==> config.mk <==
export PLATFORM = sky130hd
export DESIGN_NAME = apu_length_counter
export DESIGN_NICKNAME = d
export VERILOG_FILES = /design/src/rtl/apu_length_counter.sv
export SDC_FILE = /design/constraint.sdc
export NUM_CORES = 1
export LEC_CHECK = 0
export ABC_AREA = 1
export BUFFER_PORTS_ARGS = -buffer_cell sky130_fd_sc_hd__buf_4
export CORE_MARGIN = 4
export CORE_UTILIZATION = 55
export CTS_BUF_LIST = sky130_fd_sc_hd__clkbuf_4 sky130_fd_sc_hd__clkbuf_8
export CTS_CLUSTER_DIAMETER = 50
export CTS_CLUSTER_SIZE = 30
export DETAILED_ROUTE_END_ITERATION = 6
export PLACE_DENSITY = 0.89
export SETUP_SLACK_MARGIN = 0.1
export SYNTH_ARGS = -nofsm -noshare
export SYNTH_HDL_FRONTEND = slang
export SYNTH_SLANG_ARGS = --single-unit
==> constraint.sdc <==
create_clock -name ACLK1 -period 2.9 [get_ports ACLK1]
set_clock_uncertainty 0.05 [all_clocks]
set_input_delay 0 -clock ACLK1 [delete_from_list [all_inputs] [get_ports ACLK1]]
set_output_delay 0 -clock ACLK1 [all_outputs]
set_load 0.03 [all_outputs]
==> src/rtl/apu_length_counter.sv <==
// rtl/apu_length_counter.sv - APU channel length counter with enable latch and zero flag
// Optional APU_LEN_STATUS_EN adds the R4015 status read register.
module apu_length_counter #(
   parameter int ENABLE_BIT = 2
) (
   input  logic       ACLK1,
   input  logic       n_RES,
   input  logic [7:0] DB,
   input  logic       W400B,
   input  logic       W4015,
   input  logic       nLFO2,
   input  logic       TRI_LC,
`ifdef APU_LEN_STATUS_EN
   input  logic       R4015,
   output logic       LEN_STATUS,
`endif
   output logic       NOTRI
);

   logic       en;
   logic [7:0] cnt;
   logic [7:0] cnt_next;
   logic [7:0] lut_value;
   logic       disable_now;
   logic       load_now;
   logic       step_now;

   always_comb begin
      lut_value = 8'd0;
      case (DB[7:3])
         5'd0:  lut_value = 8'd10;
         5'd1:  lut_value = 8'd254;
         5'd2:  lut_value = 8'd20;
         5'd3:  lut_value = 8'd2;
         5'd4:  lut_value = 8'd40;
         5'd5:  lut_value = 8'd4;
         5'd6:  lut_value = 8'd80;
         5'd7:  lut_value = 8'd6;
         5'd8:  lut_value = 8'd160;
         5'd9:  lut_value = 8'd8;
         5'd10: lut_value = 8'd60;
         5'd11: lut_value = 8'd10;
         5'd12: lut_value = 8'd14;
         5'd13: lut_value = 8'd12;
         5'd14: lut_value = 8'd26;
         5'd15: lut_value = 8'd14;
         5'd16: lut_value = 8'd12;
         5'd17: lut_value = 8'd16;
         5'd18: lut_value = 8'd24;
         5'd19: lut_value = 8'd18;
         5'd20: lut_value = 8'd48;
         5'd21: lut_value = 8'd20;
         5'd22: lut_value = 8'd96;
         5'd23: lut_value = 8'd22;
         5'd24: lut_value = 8'd192;
         5'd25: lut_value = 8'd24;
         5'd26: lut_value = 8'd72;
         5'd27: lut_value = 8'd26;
         5'd28: lut_value = 8'd16;
         5'd29: lut_value = 8'd28;
         5'd30: lut_value = 8'd32;
         5'd31: lut_value = 8'd30;
         default: lut_value = 8'd0;
      endcase
   end

   // Load is qualified by the enable held before this edge, so enable+load together is ignored.
   always_comb begin
      disable_now = (W4015 && !DB[ENABLE_BIT]) || !en;
      load_now    = W400B && en;
      step_now    = !nLFO2 && TRI_LC && (cnt != 8'd0);
      cnt_next    = cnt;
      if (disable_now)
         cnt_next = 8'd0;
      else if (load_now)
         cnt_next = lut_value;
      else if (step_now)
         cnt_next = cnt - 8'd1;
   end

   always_ff @(posedge ACLK1 or negedge n_RES) begin
      if (!n_RES) begin
         en  <= 1'b0;
         cnt <= 8'd0;
      end else begin
         if (W4015)
            en <= DB[ENABLE_BIT];
         cnt <= cnt_next;
      end
   end

   assign NOTRI = (cnt == 8'd0);

`ifdef APU_LEN_STATUS_EN
   always_ff @(posedge ACLK1 or negedge n_RES) begin
      if (!n_RES)
         LEN_STATUS <= 1'b0;
      else if (R4015)
         LEN_STATUS <= (cnt != 8'd0);
   end
`endif

endmodule

==> flow_metrics.env <==
export IMPL_antenna_found_initial=0
export IMPL_power_density_nw_per_um2=495
export IMPL_h_tree_depth=1
export IMPL_post_synth_num_cell_types=23
export IMPL_diodes=0
export IMPL_ys_ff_latch=9
export IMPL_antenna_left=0
export IMPL_syn_area_per_cell_sq_um=6.29
export IMPL_syn_inst=157
export IMPL_multiInputGateArea_sq_um=674
export IMPL_fin_nets=199
export IMPL_r2r_end="cnt[0]"
export IMPL_dp_cells=193
export IMPL_end_kind="register"
export IMPL_core_area_sq_um=1710
export IMPL_leakage_nw=0.623
export IMPL_synthTopCellsByArea="dfrtp_1 23%, nand2_1 18%, nand3_1 16%"
export IMPL_cts_sinks=9
export IMPL_critPathArrivalTime_ns=1.90
export IMPL_dieArea_sq_um=2540
export IMPL_synthToLayoutAreaGrowth_pct=18.9
export IMPL_rsz0062_at_grt="no"
export IMPL_cp_max_fo=2
export IMPL_clk_path_buf_depth=2
export IMPL_fill_cells=141
export IMPL_die_width_microns=50.4
export IMPL_die_y_microns=50.4
export IMPL_gp_congestion=0.917
export IMPL_cp_required_ns=3.01
export IMPL_clkTransAtPathRegs_ns=0.07
export IMPL_grt_max_degree=10
export IMPL_cap_violations=0
export IMPL_yosysSeqAreaShare_pct=22.8
export IMPL_synth_area_sq_um=987
export IMPL_place_port_buffers=12
export IMPL_synth_nets=179
export IMPL_synth_top_area_share_pct=22.8
export IMPL_r2r_cells=7
export IMPL_hold_class="in2async"
export IMPL_finalHoldViolations=0
export IMPL_first_pass_iters=4
export IMPL_ioPinCount=15
export IMPL_cts_buffers=3
export IMPL_drtIter0Drc=44
export IMPL_yosys_warnings=0
export IMPL_mostFrequentLayoutCell="nand2_1"
export IMPL_row_count=15
export IMPL_cts_tree="done"
export IMPL_yosys_area_top_type="dfrtp_1"
export IMPL_worst_slew_pin_slew_ns=0.372
export IMPL_drt_wirelength_per_cell_microns=12.6
export IMPL_mostFrequentLayoutCells="48 x nand2_1, 32 x nand3_1, 19 x inv_1, 12 x buf_4, 9 x dfrtp_1"
export IMPL_criticalPathCategory="in2reg"
export IMPL_status="completed"
export IMPL_relSlewSlack_pct=75.1
export IMPL_drive_gt1_share_pct=15.9
export IMPL_drc=0
export IMPL_fmax_mhz=560
export IMPL_fin_crit_ns=1.79
export IMPL_slew_violations=0
export IMPL_clock_root_buffer="clkbuf_4"
export IMPL_final_core_util_pct=68.7
export IMPL_hpwlAfterDp_microns=1840
export IMPL_ir_drop_mv=0.421
export IMPL_grt_pass1_vias=1039
export IMPL_route_vias_total=1077
export IMPL_seq_area_sq_um=225
export IMPL_post_route_cell_area_sq_um=1170
export IMPL_initial_utilization_pct=57.8
export IMPL_critPathLaunchType="input port"
export IMPL_final_cells=201
export IMPL_finalSetupTns_ns=0
export IMPL_drt_total_wl_microns=2520
export IMPL_vias_per_cell=5.36
export IMPL_place_area_sq_um=1100
export IMPL_grt_pass1_wl_microns=4440
export IMPL_r2r_slack_ns=1.31
export IMPL_track_usage_pct=23.0
export IMPL_overflow=0
export IMPL_cts_setup_buffers=0
export IMPL_r2r_start="cnt[0]"
export IMPL_finalCritPeriodShare_pct=61.6
export IMPL_clock_latency_ns=0.27
export IMPL_final_setup_viol_count=0
-- report_power, final --
group / internal (W) / switching (W) / total [W]
registers: 0.000148 / 0.0000300 / 0.000178
clock network: 0.0000628 / 0.0000527 / 0.000115
logic: 0.000106 / 0.000181 / 0.000287
-- sequential cells by signal, indices dropped and copies added, names as in the netlist --
register / count
en: 1
cnt: 8
-- metrics by stage --
stage,hold slack [ns],setup slack [ns],power [W]
detailed placement,-0.219,1.35,0.000450
global route,0.0394,1.09,0.000627
CTS,0.0230,1.15,0.000576
finish,0.0291,1.11,0.000580
global placement,-0.221,1.41,0.000438
floorplan,-0.346,1.55,0.000378
-- Yosys cell counts --
master	n
nand2_1	48
nand3_1	32
inv_1	19
dfrtp_1	9
ha_1	8
nor2_1	7
o21ai_1	6
a21oi_1	5
inv_2	3
o211ai_1	3
nand2_2	2
nand4_1	2
nor2_2	2
o21ai_0	2
a21oi_4	1
and2_1	1
buf_2	1
nor2_4	1
nor3_1	1
nor3_2	1
o21ai_2	1
o21ai_4	1
xor2_1	1
-- final cells by class --
class / count / share of cell area [%]
inverter: 22 / 7.04
timing repair buffer: 16 / 11.1
tap: 25 / 2.67
multi-input combinational: 125 / 57.5
clock buffer: 4 / 2.56
sequential: 9 / 19.2
-- worst max path at each step --
stage,from,endpoint,slack (ns),cells past startpoint
after CTS,W4015,en,1.15,6
after global placement,cnt[0],cnt[1],1.41,7
after global routing,W4015,en,1.09,6
after floorplan,cnt[0],cnt[0],1.55,7
final,W4015,en,1.11,6
after detailed placement,cnt[0],cnt[0],1.35,7
-- worst max-delay path, stage by stage --
cell and delay (ns):
dlygate4sd3_1 0.54, buf_4 0.14, nand2_1 0.05, dlygate4sd3_1 0.54, nand2_1 0.05, dlygate4sd3_1 0.56
-- repair_timing --
item	in CTS	in global routing
hold buffers	4	0
resized for setup	0	0
hold endpoints to repair	10	0
-- cell families after synthesis --
| logic type | count (synthesis) | synth area share, % |
|---|---|---|
| fa+ha+maj | 8 | 10.1 |
| compound gates | 19 | 13.1 |
| xor+xnor | 1 | 0.887 |
| simple gates | 97 | 44.2 |
| buf+inv | 23 | 8.87 |
| flops | 9 | 22.8 |
-- routing by layer --
layer / part of all wire, % / GRT usage [%] / vias up
met2: 49 / 39.1 / 40
met5: 0 / 0 / -
met3: 6.8 / 5.93 / 2
met4: 0.55 / 4.48 / 0
li1: - / - / 550
met1: 44 / 29.3 / 485
(Power assumes the default switching activity.)
